<file path="src/rtl/data_mem_ctrl.sv">
// data_mem_ctrl: memory-stage load/store responder for lw/sw/lb/sb.
// Word-wide synchronous RAM without byte strobes; sb is read-modify-write.
//
// Parameters:
//   ADDR_W    RAM word-address width (default 10)
//   WAIT      RAM read latency in cycles, 1..4 (default 1)
// Ports:
//   clk, rst_n        clock, asynchronous active-low reset
//   req_en/req_wen    request valid / store (1) or load (0)
//   req_byte          byte access (lb/sb)
//   req_addr          byte address from ALU
//   req_wdata         store data (sb uses [7:0])
//   stall             hold pipeline (combinational)
//   ack               one-cycle completion pulse
//   rdata             registered load result
//   misalign          misaligned word access flag
//   mem_ce/mem_we     RAM chip/write enable
//   mem_addr          RAM word address (req_addr[ADDR_W+1:2], wraps)
//   mem_wdata         RAM write data
//   mem_rdata         RAM read data, WAIT cycles after the read cycle
// Build option:
//   MISALIGN_TRAP_EN  trap misaligned word accesses instead of
//                     ignoring addr[1:0]; misalign is 0 otherwise.

module data_mem_ctrl #(
    parameter int ADDR_W = 10,
    parameter int WAIT   = 1
) (
    input  logic              clk,
    input  logic              rst_n,
    input  logic              req_en,
    input  logic              req_wen,
    input  logic              req_byte,
    input  logic [31:0]       req_addr,
    input  logic [31:0]       req_wdata,
    output logic              stall,
    output logic              ack,
    output logic [31:0]       rdata,
    output logic              misalign,
    output logic              mem_ce,
    output logic              mem_we,
    output logic [ADDR_W-1:0] mem_addr,
    output logic [31:0]       mem_wdata,
    input  logic [31:0]       mem_rdata
);

    typedef enum logic [2:0] {
        S_IDLE,
        S_RD,
        S_RWAIT,
        S_RESP,
        S_WR
    } state_t;

    // RWAIT spans WAIT cycles; the last one is the capture cycle.
    localparam logic [1:0] L_CNT = 2'(WAIT - 1);

    state_t              r_state;
    logic [1:0]          r_cnt;
    logic                r_wen;
    logic                r_byte;
    logic [1:0]          r_lane;
    logic [7:0]          r_wbyte;
    logic                r_ack;
    logic                r_ce;
    logic                r_we;
    logic                r_mis;
    logic [31:0]         r_rdata;
    logic [31:0]         r_wdata;
    logic [ADDR_W-1:0]   r_addr;

    logic                w_trap;
    logic [7:0]          w_lane_byte;
    logic [31:0]         w_merged;
    logic                w_unused_addr;

    assign w_unused_addr = &{1'b0, req_addr[31:ADDR_W+2]};

`ifdef MISALIGN_TRAP_EN
    assign w_trap = ~req_byte & (|req_addr[1:0]);
`else
    assign w_trap = 1'b0;
`endif

    // Big-endian lanes: lane 0 is the most significant byte.
    always_comb begin
        w_lane_byte = mem_rdata[7:0];
        w_merged    = mem_rdata;
        unique case (r_lane)
            2'd0: begin
                w_lane_byte     = mem_rdata[31:24];
                w_merged[31:24] = r_wbyte;
            end
            2'd1: begin
                w_lane_byte     = mem_rdata[23:16];
                w_merged[23:16] = r_wbyte;
            end
            2'd2: begin
                w_lane_byte     = mem_rdata[15:8];
                w_merged[15:8]  = r_wbyte;
            end
            default: begin
                w_lane_byte     = mem_rdata[7:0];
                w_merged[7:0]   = r_wbyte;
            end
        endcase
    end

    always_ff @(posedge clk or negedge rst_n) begin
        if (!rst_n) begin
            r_state <= S_IDLE;
            r_cnt   <= 2'd0;
            r_wen   <= 1'b0;
            r_byte  <= 1'b0;
            r_lane  <= 2'd0;
            r_wbyte <= 8'd0;
            r_ack   <= 1'b0;
            r_ce    <= 1'b0;
            r_we    <= 1'b0;
            r_mis   <= 1'b0;
            r_rdata <= 32'd0;
            r_wdata <= 32'd0;
            r_addr  <= '0;
        end else begin
            r_ack <= 1'b0;
            r_ce  <= 1'b0;
            r_we  <= 1'b0;
            r_mis <= 1'b0;
            unique case (r_state)
                S_IDLE: begin
                    if (req_en) begin
                        r_wen   <= req_wen;
                        r_byte  <= req_byte;
                        r_lane  <= req_addr[1:0];
                        r_wbyte <= req_wdata[7:0];
                        r_addr  <= req_addr[ADDR_W+1:2];
                        if (w_trap) begin
                            r_state <= S_RESP;
                            r_ack   <= 1'b1;
                            r_mis   <= 1'b1;
                            r_rdata <= 32'd0;
                        end else if (req_wen && !req_byte) begin
                            r_state <= S_WR;
                            r_ce    <= 1'b1;
                            r_we    <= 1'b1;
                            r_ack   <= 1'b1;
                            r_wdata <= req_wdata;
                        end else begin
                            r_state <= S_RD;
                            r_ce    <= 1'b1;
                        end
                    end
                end
                S_RD: begin
                    r_state <= S_RWAIT;
                    r_cnt   <= L_CNT;
                end
                S_RWAIT: begin
                    if (r_cnt != 2'd0) begin
                        r_cnt <= r_cnt - 2'd1;
                    end else if (r_wen) begin
                        // sb: write back the merged word
                        r_state <= S_WR;
                        r_wdata <= w_merged;
                        r_ce    <= 1'b1;
                        r_we    <= 1'b1;
                        r_ack   <= 1'b1;
                    end else begin
                        r_state <= S_RESP;
                        r_ack   <= 1'b1;
                        r_rdata <= r_byte
                            ? {{24{w_lane_byte[7]}}, w_lane_byte}
                            : mem_rdata;
                    end
                end
                S_RESP:  r_state <= S_IDLE;
                S_WR:    r_state <= S_IDLE;
                default: r_state <= S_IDLE;
            endcase
        end
    end

    // Gated with rst_n so stall drops the moment reset asserts.
    assign stall = rst_n & (((r_state == S_IDLE) & req_en)
                 | (r_state == S_RD)
                 | (r_state == S_RWAIT));

    assign ack       = r_ack;
    assign rdata     = r_rdata;
    assign misalign  = r_mis;
    assign mem_ce    = r_ce;
    assign mem_we    = r_we;
    assign mem_addr  = r_addr;
    assign mem_wdata = r_wdata;

endmodule
</file>
<file path="config.mk">
export PLATFORM = sky130hd
export DESIGN_NAME = data_mem_ctrl
export DESIGN_NICKNAME = d
export VERILOG_FILES = /design/src/rtl/data_mem_ctrl.sv
export SDC_FILE = /design/constraint.sdc
export NUM_CORES = 1
export LEC_CHECK = 0
export CORE_ASPECT_RATIO = 1.5
export CORE_MARGIN = 2
export CORE_UTILIZATION = 25
export CTS_BUF_LIST = sky130_fd_sc_hd__clkbuf_8
export DETAILED_ROUTE_END_ITERATION = 16
export GPL_ROUTABILITY_DRIVEN = 0
export REMOVE_ABC_BUFFERS = 1
export SYNTH_ARGS = -nofsm -noshare
export SYNTH_HDL_FRONTEND = slang
export SYNTH_SLANG_ARGS = --single-unit
</file>
<file path="constraint.sdc">
create_clock -name clk -period 2.5 [get_ports clk]
set_input_delay 0.5 -clock clk [delete_from_list [all_inputs] [get_ports clk]]
set_output_delay 0.5 -clock clk [all_outputs]
set_load 0.01 [all_outputs]
</file>
==> metrics.cfg, run 1 <==
[placement]
portBuffers = 158
placed_area_um2 = 6610
place_hpwl_um = 11600
dp_cells = 882

[drt]
wl_met3_um = 892
wl_per_cell_um = 17.2
dr_total_vias = 4280
wl_met2_um = 8070
drtIter0Drc = 231
drc_errors = 0
postRouteAntennaNets = 0
first_pass_iters = 5
top_layer = met4
viasPerCell = 4.77
drt-total-wl_um = 15500
drt-met1-wl_um = 5880

[synth]
syn_inst = 495
synth_edf_count = 0
async_flop_share = 1.00
synth.yosys.seq_area_share = 0.502
avgSynthCellArea_um2 = 9.47
ys_ff_latch = 94
synth_flop_cell = dfrtp_1
yosysWarnings = 0
synthDistinctLibCells = 35
syn_area_um2 = 4690

[flow_run]
drv_cap = 0

[setup_path]
slowest_stage = clkdlybuf4s50_1
arrival_ns = 1.72
endpoint = stall
crit_chain = clkdlybuf4s50_1 -> nor3_1 -> a2111oi_0 -> dlygate4sd2_1
cp.required_ns = 2.00
crit_path_start = req_en
crit_type = primary input to output pin
cp-start-kind = primary input
timing.rr.start = r_cnt[0]
reg2regPathDepth = 7
cp-end-kind = output pin
reg2reg_to = rdata[19]
r2r_setup_slack_ns = 0.46
cp_slowest_stage_delay_ns = 0.48
cp_max_fo = 2

[global_route]
grt_antenna_before_repair = 0
track_usage = 0.157
grt_pass1_vias = 4466
grt_max_degree = 67
grt_pass1_wl_um = 24200
grt_overflow = 0

[layout]
nNetsFinal = 743
fin_area_um2 = 6790
antennaDiodeCount = 0
area_growth_pct = 44.8
drive_gt1_frac = 0.0915
stdcell_count = 897

[sta]
worstMarginPinSlew_ns = 0.697
setup_viol = 0
rsz0062_at_grt = false
drv_slew = 0
min_period_ns = 2.22
slew-limit-headroom = 0.535
finalHoldViolations = 0
finClkSkew_ns = 0.0136
post-route-period-util = 0.888
fmax_mhz = 451

[floorplan]
io_pins = 180
die_w_um = 116
die_h_um = 172
dieArea_um2 = 19900
placementRows = 61
core-area_um2 = 18500
initial_core_util = 0.254

[clock_tree]
h-tree-depth = 3
cts_root_buf = clkbuf_8
clk_pin_slew_ns = 0.10
cts_tree = yes
cts_hold_buf = 0
post-cts-setup-buffers = 0
clock_sinks = 94
clk_latency_ns = 0.36
clock_path_buffers = 2
numCtsBuffers = 9

[outcome]
status = completed

[power]
p_leak_nw = 3.03
max-vdd-ir-drop_uv = 323
powerDensity_nw_per_um2 = 1200

[hold_path]
min_path_type = primary input to async pin

==> power by group <==
part	switching, mW	internal, mW	leakage (nW)
Sequential	0.593	2.24	1.12
Clock	0.542	0.449	0.101
Combinational	2.09	2.26	1.81
Total	3.22	4.95	3.03
==> worst max-delay path, delay by kind of cell <==
| family | cells | cell delay [ns] |
|---|---|---|
| compound gates | 1 | 0.35 |
| simple gates | 1 | 0.06 |
| buf+inv | 2 | 0.80 |
==> repair_timing <==
item / 4_1_cts / 5_1_grt
endpoints found under the setup margin: 1 / 0
resized for setup: 1 / 0
endpoints found under the hold margin: 0 / 0
==> placed cells by master (no fill, tap or decap), drive strengths merged, types with 9 or more instances in the layout <==
| cell | count |
|---|---|
| clkdlybuf4s50 | 156 |
| nand2b | 30 |
| buf | 21 |
| clkbuf | 9 |
| nand2 | 89 |
| nor2 | 58 |
| a21o | 32 |
| a311oi | 16 |
| mux2i | 16 |
| mux2 | 14 |
| a211oi | 16 |
| o21ai | 12 |
| dfrtp | 94 |
| a31oi | 25 |
==> stage by stage <==
step	utilization	hold slack [ns]	TNS [ns]	setup slack (ns)	power, mW
6_report	0.367	0.320	0	0.281	8.17
5_1_grt	0.367	0.358	0	0.138	8.77
4_1_cts	0.367	0.347	0	0.261	8.26
3_5_place_dp	0.358	0.467	-0.0551	-0.0551	7.25
3_3_place_gp	0.358	0.461	-0.0861	-0.0861	7.14
2_1_floorplan	-	0.204	-195.98	-3.73	4.87
==> cells by family (layout without fill, tap and decap cells) <==
logic type	Yosys count	in the layout	synth area share
and+or+nand+nor	197	197	0.183
AOI/OAI and AO/OA	122	122	0.192
DFF	94	94	0.502
buffers and inverters	49	199	0.0472
muxes	31	31	0.0726
adders and majority gates	1	1	0.00267
other	1	1	0.000800
==> routing by layer <==
| layer | vias up | track usage |
|---|---|---|
| met5 | - | 0 |
| met2 | 169 | 0.277 |
| met3 | 45 | 0.0289 |
| li1 | 2007 | - |
| met4 | 0 | 0.0813 |
| met1 | 2059 | 0.178 |
==> final cells by class <==
class / count / area [µm²]
Timing Repair Buffer: 178 / 1790
Clock buffer: 9 / 124
Sequential cell: 94 / 2350
Tap cell: 252 / 315
Fill cell: 1893 / 11700
Clock inverter: 6 / 56.3
Multi-Input combinational cell: 352 / 2130
Inverter: 6 / 22.5
==> synth_stat cells, types with 3 or more instances <==
| cell type | count | area (µm²) |
|---|---|---|
| a311oi_1 | 16 | 140 |
| clkbuf_1 | 27 | 101 |
| buf_1 | 3 | 11.3 |
| o22ai_1 | 7 | 43.8 |
| nor2_1 | 58 | 218 |
| a211oi_1 | 10 | 75.1 |
| mux2i_1 | 16 | 160 |
| a21oi_1 | 3 | 15.0 |
| mux2_2 | 14 | 158 |
| dfrtp_1 | 94 | 2350 |
| nand2_1 | 89 | 334 |
| inv_1 | 6 | 22.5 |
| o21ai_0 | 12 | 60.1 |
| nand3_1 | 8 | 40.0 |
| a31oi_1 | 25 | 156 |
| a21o_1 | 32 | 240 |
| nand2b_1 | 30 | 188 |
| buf_2 | 9 | 45.0 |
| a211oi_2 | 6 | 75.1 |
| buf_6 | 3 | 33.8 |
| a2bb2oi_1 | 7 | 61.3 |
| nor3_1 | 4 | 20.0 |
==> worst min-delay path by stage <==
stage | startpoint | endpoint | slack, ns
floorplan | rst_n | ack | 0.20
global placement | mem_addr[5] | mem_addr[5] | 0.46
detailed placement | mem_addr[1] | mem_addr[1] | 0.47
CTS | rst_n | rdata[11] | 0.35
global route | rst_n | mem_wdata[15] | 0.36
finish | rst_n | mem_we | 0.32
==> state kept, by name (all words and copies together) (netlist names) <==
register   cells
r_wen          1
r_lane         2
r_wbyte        8
mem_wdata     32
r_byte         1
mem_addr      10
mem_ce         1
r_state        3
mem_we         1
rdata         32
r_cnt          2
ack            1
Note: power is estimated with default switching activity, not from simulation.
==> inputs of run 2 (changes only) <==
--- a/config.mk
+++ b/config.mk
@@ -5,12 +5,14 @@
 export SDC_FILE = /design/constraint.sdc
 export NUM_CORES = 1
 export LEC_CHECK = 0
+export ABC_AREA = 1
 export CORE_ASPECT_RATIO = 1.5
 export CORE_MARGIN = 2
-export CORE_UTILIZATION = 25
+export CORE_UTILIZATION = 35
 export CTS_BUF_LIST = sky130_fd_sc_hd__clkbuf_8
 export DETAILED_ROUTE_END_ITERATION = 16
 export GPL_ROUTABILITY_DRIVEN = 0
+export PLACE_DENSITY = 0.68
 export REMOVE_ABC_BUFFERS = 1
 export SYNTH_ARGS = -nofsm -noshare
 export SYNTH_HDL_FRONTEND = slang
==> constraint.sdc (replaced) <==
create_clock -name clk -period 1.8 [get_ports clk]
set_input_delay 0.36 -clock clk [delete_from_list [all_inputs] [get_ports clk]]
set_output_delay 0.36 -clock clk [all_outputs]
set_load 0.01 [all_outputs]
==> metrics.cfg, run 2 <==
[sta]
hold_ws_ns = 0.0324  ; was 0.320 ns
worstMarginPinSlew_ns = 0.594  ; was 0.697 ns
finalHoldViolations = 0  ; unchanged
post-route-period-util = 0.979
fin_ws_ns = 0.0386  ; was 0.281 ns
setup_viol = 0  ; unchanged
rsz0062_at_grt = true  ; was false
slew-limit-headroom = 0.604  ; was 0.535
fmax_mhz = 568
drv_slew = 0  ; unchanged
min_period_ns = 1.76
finClkSkew_ns = 0.00701  ; was 0.0136 ns

[layout]
area_growth_pct = 43.1  ; was 44.8%
layout_commonest_cell = nand2_1  ; was clkdlybuf4s50_1
utilization = 0.508  ; was 0.367
fin_area_um2 = 7080  ; was 6790 µm²
mostFrequentLayoutCells = nand2_1 (271), clkdlybuf4s50_1 (156), dfrtp_1 (94), nand3_1 (86), nor2_1 (80)  ; was clkdlybuf4s50_1 (156), dfrtp_1 (94), nand2_1 (89), nor2_1 (58), a21o_1 (32)
nNetsFinal = 969  ; was 743
drive_gt1_frac = 0.0723  ; was 0.0915
antennaDiodeCount = 0  ; unchanged

[drt]
viasPerCell = 4.73  ; was 4.77
dr_total_vias = 4897  ; was 4280
drc_errors = 0  ; unchanged
first_pass_iters = 5  ; unchanged
postRouteAntennaNets = 0  ; unchanged
drtIter0Drc = 208  ; was 231
drt-total-wl_um = 15900  ; was 15500 µm
wl_per_cell_um = 15.3  ; was 17.2 µm

[power]
pwr-share-comb = 0.548  ; was 0.532
p_sw_frac = 0.408  ; was 0.394
clkPwrFrac = 0.143  ; was 0.121
p_total_mw = 11.9  ; was 8.17 mW
p_int_mw = 7.05  ; was 4.95 mW
powerDensity_nw_per_um2 = 1680  ; was 1200 nW/µm²
max-vdd-ir-drop_uv = 698  ; was 323 µV
p_sw_mw = 4.86  ; was 3.22 mW
seq_power_share = 0.309  ; was 0.347
p_leak_nw = 3.60  ; was 3.03 nW

[setup_path]
cp.required_ns = 1.44  ; was 2.00 ns
crit_type = register to output pin  ; was primary input to output pin
cp_slowest_stage_delay_ns = 0.43  ; was 0.48 ns
slowest_stage = dfrtp_1  ; was clkdlybuf4s50_1
crit_chain = nor2_2 -> nand2_2 -> inv_2 -> nand2_2 -> a31oi_1 -> buf_2  ; was clkdlybuf4s50_1 -> nor3_1 -> a2111oi_0 -> dlygate4sd2_1
crit_path_frequent_cell = nand2_2
cp-end-kind = output pin  ; unchanged
cp_max_fo = 3  ; was 2
arrival_ns = 1.40  ; was 1.72 ns
cp-start-kind = register  ; was primary input

[floorplan]
die_w_um = 101  ; was 116 µm
core-area_um2 = 13900  ; was 18500 µm²
die_h_um = 150  ; was 172 µm
placementRows = 53  ; was 61
io_pins = 180  ; unchanged
dieArea_um2 = 15100  ; was 19900 µm²
initial_core_util = 0.355  ; was 0.254

[synth]
ys_top_cells_by_area = dfrtp_1 (48%), nand2_1 (21%), nand3_1 (8.7%), nor2_1 (6.1%), inv_1 (4.2%)  ; was dfrtp_1 (50%), nand2_1 (7.1%), a21o_1 (5.1%), nor2_1 (4.6%), nand2b_1 (4.0%)
yosysMostFrequentCell = nand2_1  ; was dfrtp_1
synth_edf_count = 0  ; unchanged
synth.yosys.seq_area_share = 0.476  ; was 0.502
async_flop_share = 1.00  ; unchanged
synth_top_cell_by_area = dfrtp_1  ; unchanged
syn_inst = 707  ; was 495
ys_top_cells_by_count = nand2_1 (272), dfrtp_1 (94), nand3_1 (86), nor2_1 (81), inv_1 (55)  ; was dfrtp_1 (94), nand2_1 (89), nor2_1 (58), a21o_1 (32), nand2b_1 (30)
synth_flop_cell = dfrtp_1  ; unchanged
syn_area_um2 = 4940  ; was 4690 µm²
yosysWarnings = 0  ; unchanged
ys_ff_latch = 94  ; unchanged
synthDistinctLibCells = 21  ; was 35
yosys.area.top_type_share = 0.476  ; was 0.502
avgSynthCellArea_um2 = 6.99  ; was 9.47 µm²

[global_route]
track_usage = 0.212  ; was 0.157
grt_pass1_wl_um = 24700  ; was 24200 µm
grt_antenna_before_repair = 0  ; unchanged
grt_overflow = 0  ; unchanged
grt_max_degree = 95  ; was 67
grt_pass1_vias = 4698  ; was 4466

[placement]
post-place-ws_ns = -0.140  ; was -0.0551 ns
portBuffers = 158  ; unchanged
place_hpwl_um = 11800  ; was 11600 µm
placed_area_um2 = 6830  ; was 6610 µm²

[clock_tree]
cts_root_buf = clkbuf_8  ; unchanged
clk_latency_ns = 0.37  ; was 0.36 ns
h-tree-depth = 3  ; unchanged
cts_tree = yes  ; unchanged
numCtsBuffers = 9  ; unchanged
clock_sinks = 94  ; unchanged
clk_pin_slew_ns = 0.09  ; was 0.10 ns
clock_path_buffers = 2  ; unchanged
cts_hold_buf = 0  ; unchanged

[hold_path]
min_path_type = primary input to async pin  ; unchanged

[flow_run]
drv_cap = 0  ; unchanged

[outcome]
status = completed  ; unchanged

[run 2: cell types whose count changed after synthesis, moves of 11 or more]
cell	change
a21oi_1	+37
buf_2	+13
a311oi_1	-16
a21o_1	-32
nor2_1	+23
mux2i_1	-16
o21ai_1	+11
a31oi_1	-24
inv_1	+49
nand3_1	+78
clkbuf_1	-18
nand2b_1	-30
mux2_2	-14
nand2_1	+183
[run 2: path summary, 6_finish.rpt]
path | to | depth (start not counted) | slack [ns] | from
worst min-delay path | mem_addr[1] | 2 | 0.03 | rst_n
max in group asynchronous | mem_wdata[5] | 2 | 1.25 | rst_n
worst min register to register | mem_addr[3] | 2 | 0.48 | mem_addr[3]
worst max register to register | rdata[8] | 4 | 0.14 | r_lane[1]
worst max-delay path | stall | 6 | 0.04 | r_state[2]
min in group clk | mem_addr[3] | 2 | 0.48 | mem_addr[3]
[run 2: power groups by stage]
stage	clock [mW]	combinational [mW]	sequential (mW)
6_report	1.70	6.54	3.68
5_1_grt	1.82	7.23	3.80
4_1_cts	1.75	6.58	3.68
3_5_place_dp	0	6.55	3.70
3_3_place_gp	0	6.48	3.70
2_1_floorplan	0	2.77	4.11
[run 2: critical path, delay by kind of cell (launching register included)]
kind	cells	cell delay [ns]
AOI/OAI and AO/OA	1	0.11
DFF	1	0.43
and+or+nand+nor	3	0.28
buffers and inverters	2	0.21
[run 2: through the flow]
step,instances,TNS [ns]
5_1_grt,1036,-0.0725
4_1_cts,1035,0
2_1_floorplan,669,-22.73
6_report,1036,0
3_3_place_gp,1020,-0.159
3_5_place_dp,1020,-0.140
[run 2: what timing repair did]
action / CTS / global route
buffers inserted: 0 / 1
endpoints found under the hold margin: 0 / 0
pin swaps: 0 / 1
resized for setup: 5 / 1
endpoints found under the setup margin: 1 / 1
[run 2: kinds of logic after synthesis]
family,Yosys count,synth area share
AND/OR/NAND/NOR,449,0.370
buffers and inverters,99,0.0860
flip-flops,94,0.476
AO/OA/AOI/OAI,63,0.0645
adder cells (fa/ha/maj),1,0.00253
other,1,0.000758
[run 2: layer usage]
layer  GRT usage  share of wire
met1       0.277           0.42
met2       0.352           0.51
met3      0.0299          0.046
met4      0.0818          0.028
met5           0              0
[run 2: final cells by class]
| type | instances | area (µm²) |
|---|---|---|
| clock buffers | 10 | 138 |
| clock inverters | 5 | 98.8 |
| flip-flops and latches | 94 | 2350 |
| repair buffers | 187 | 1880 |
| multi-input cells | 514 | 2170 |
| well taps | 165 | 206 |
| inverters | 61 | 229 |
| fillers | 1402 | 6850 |
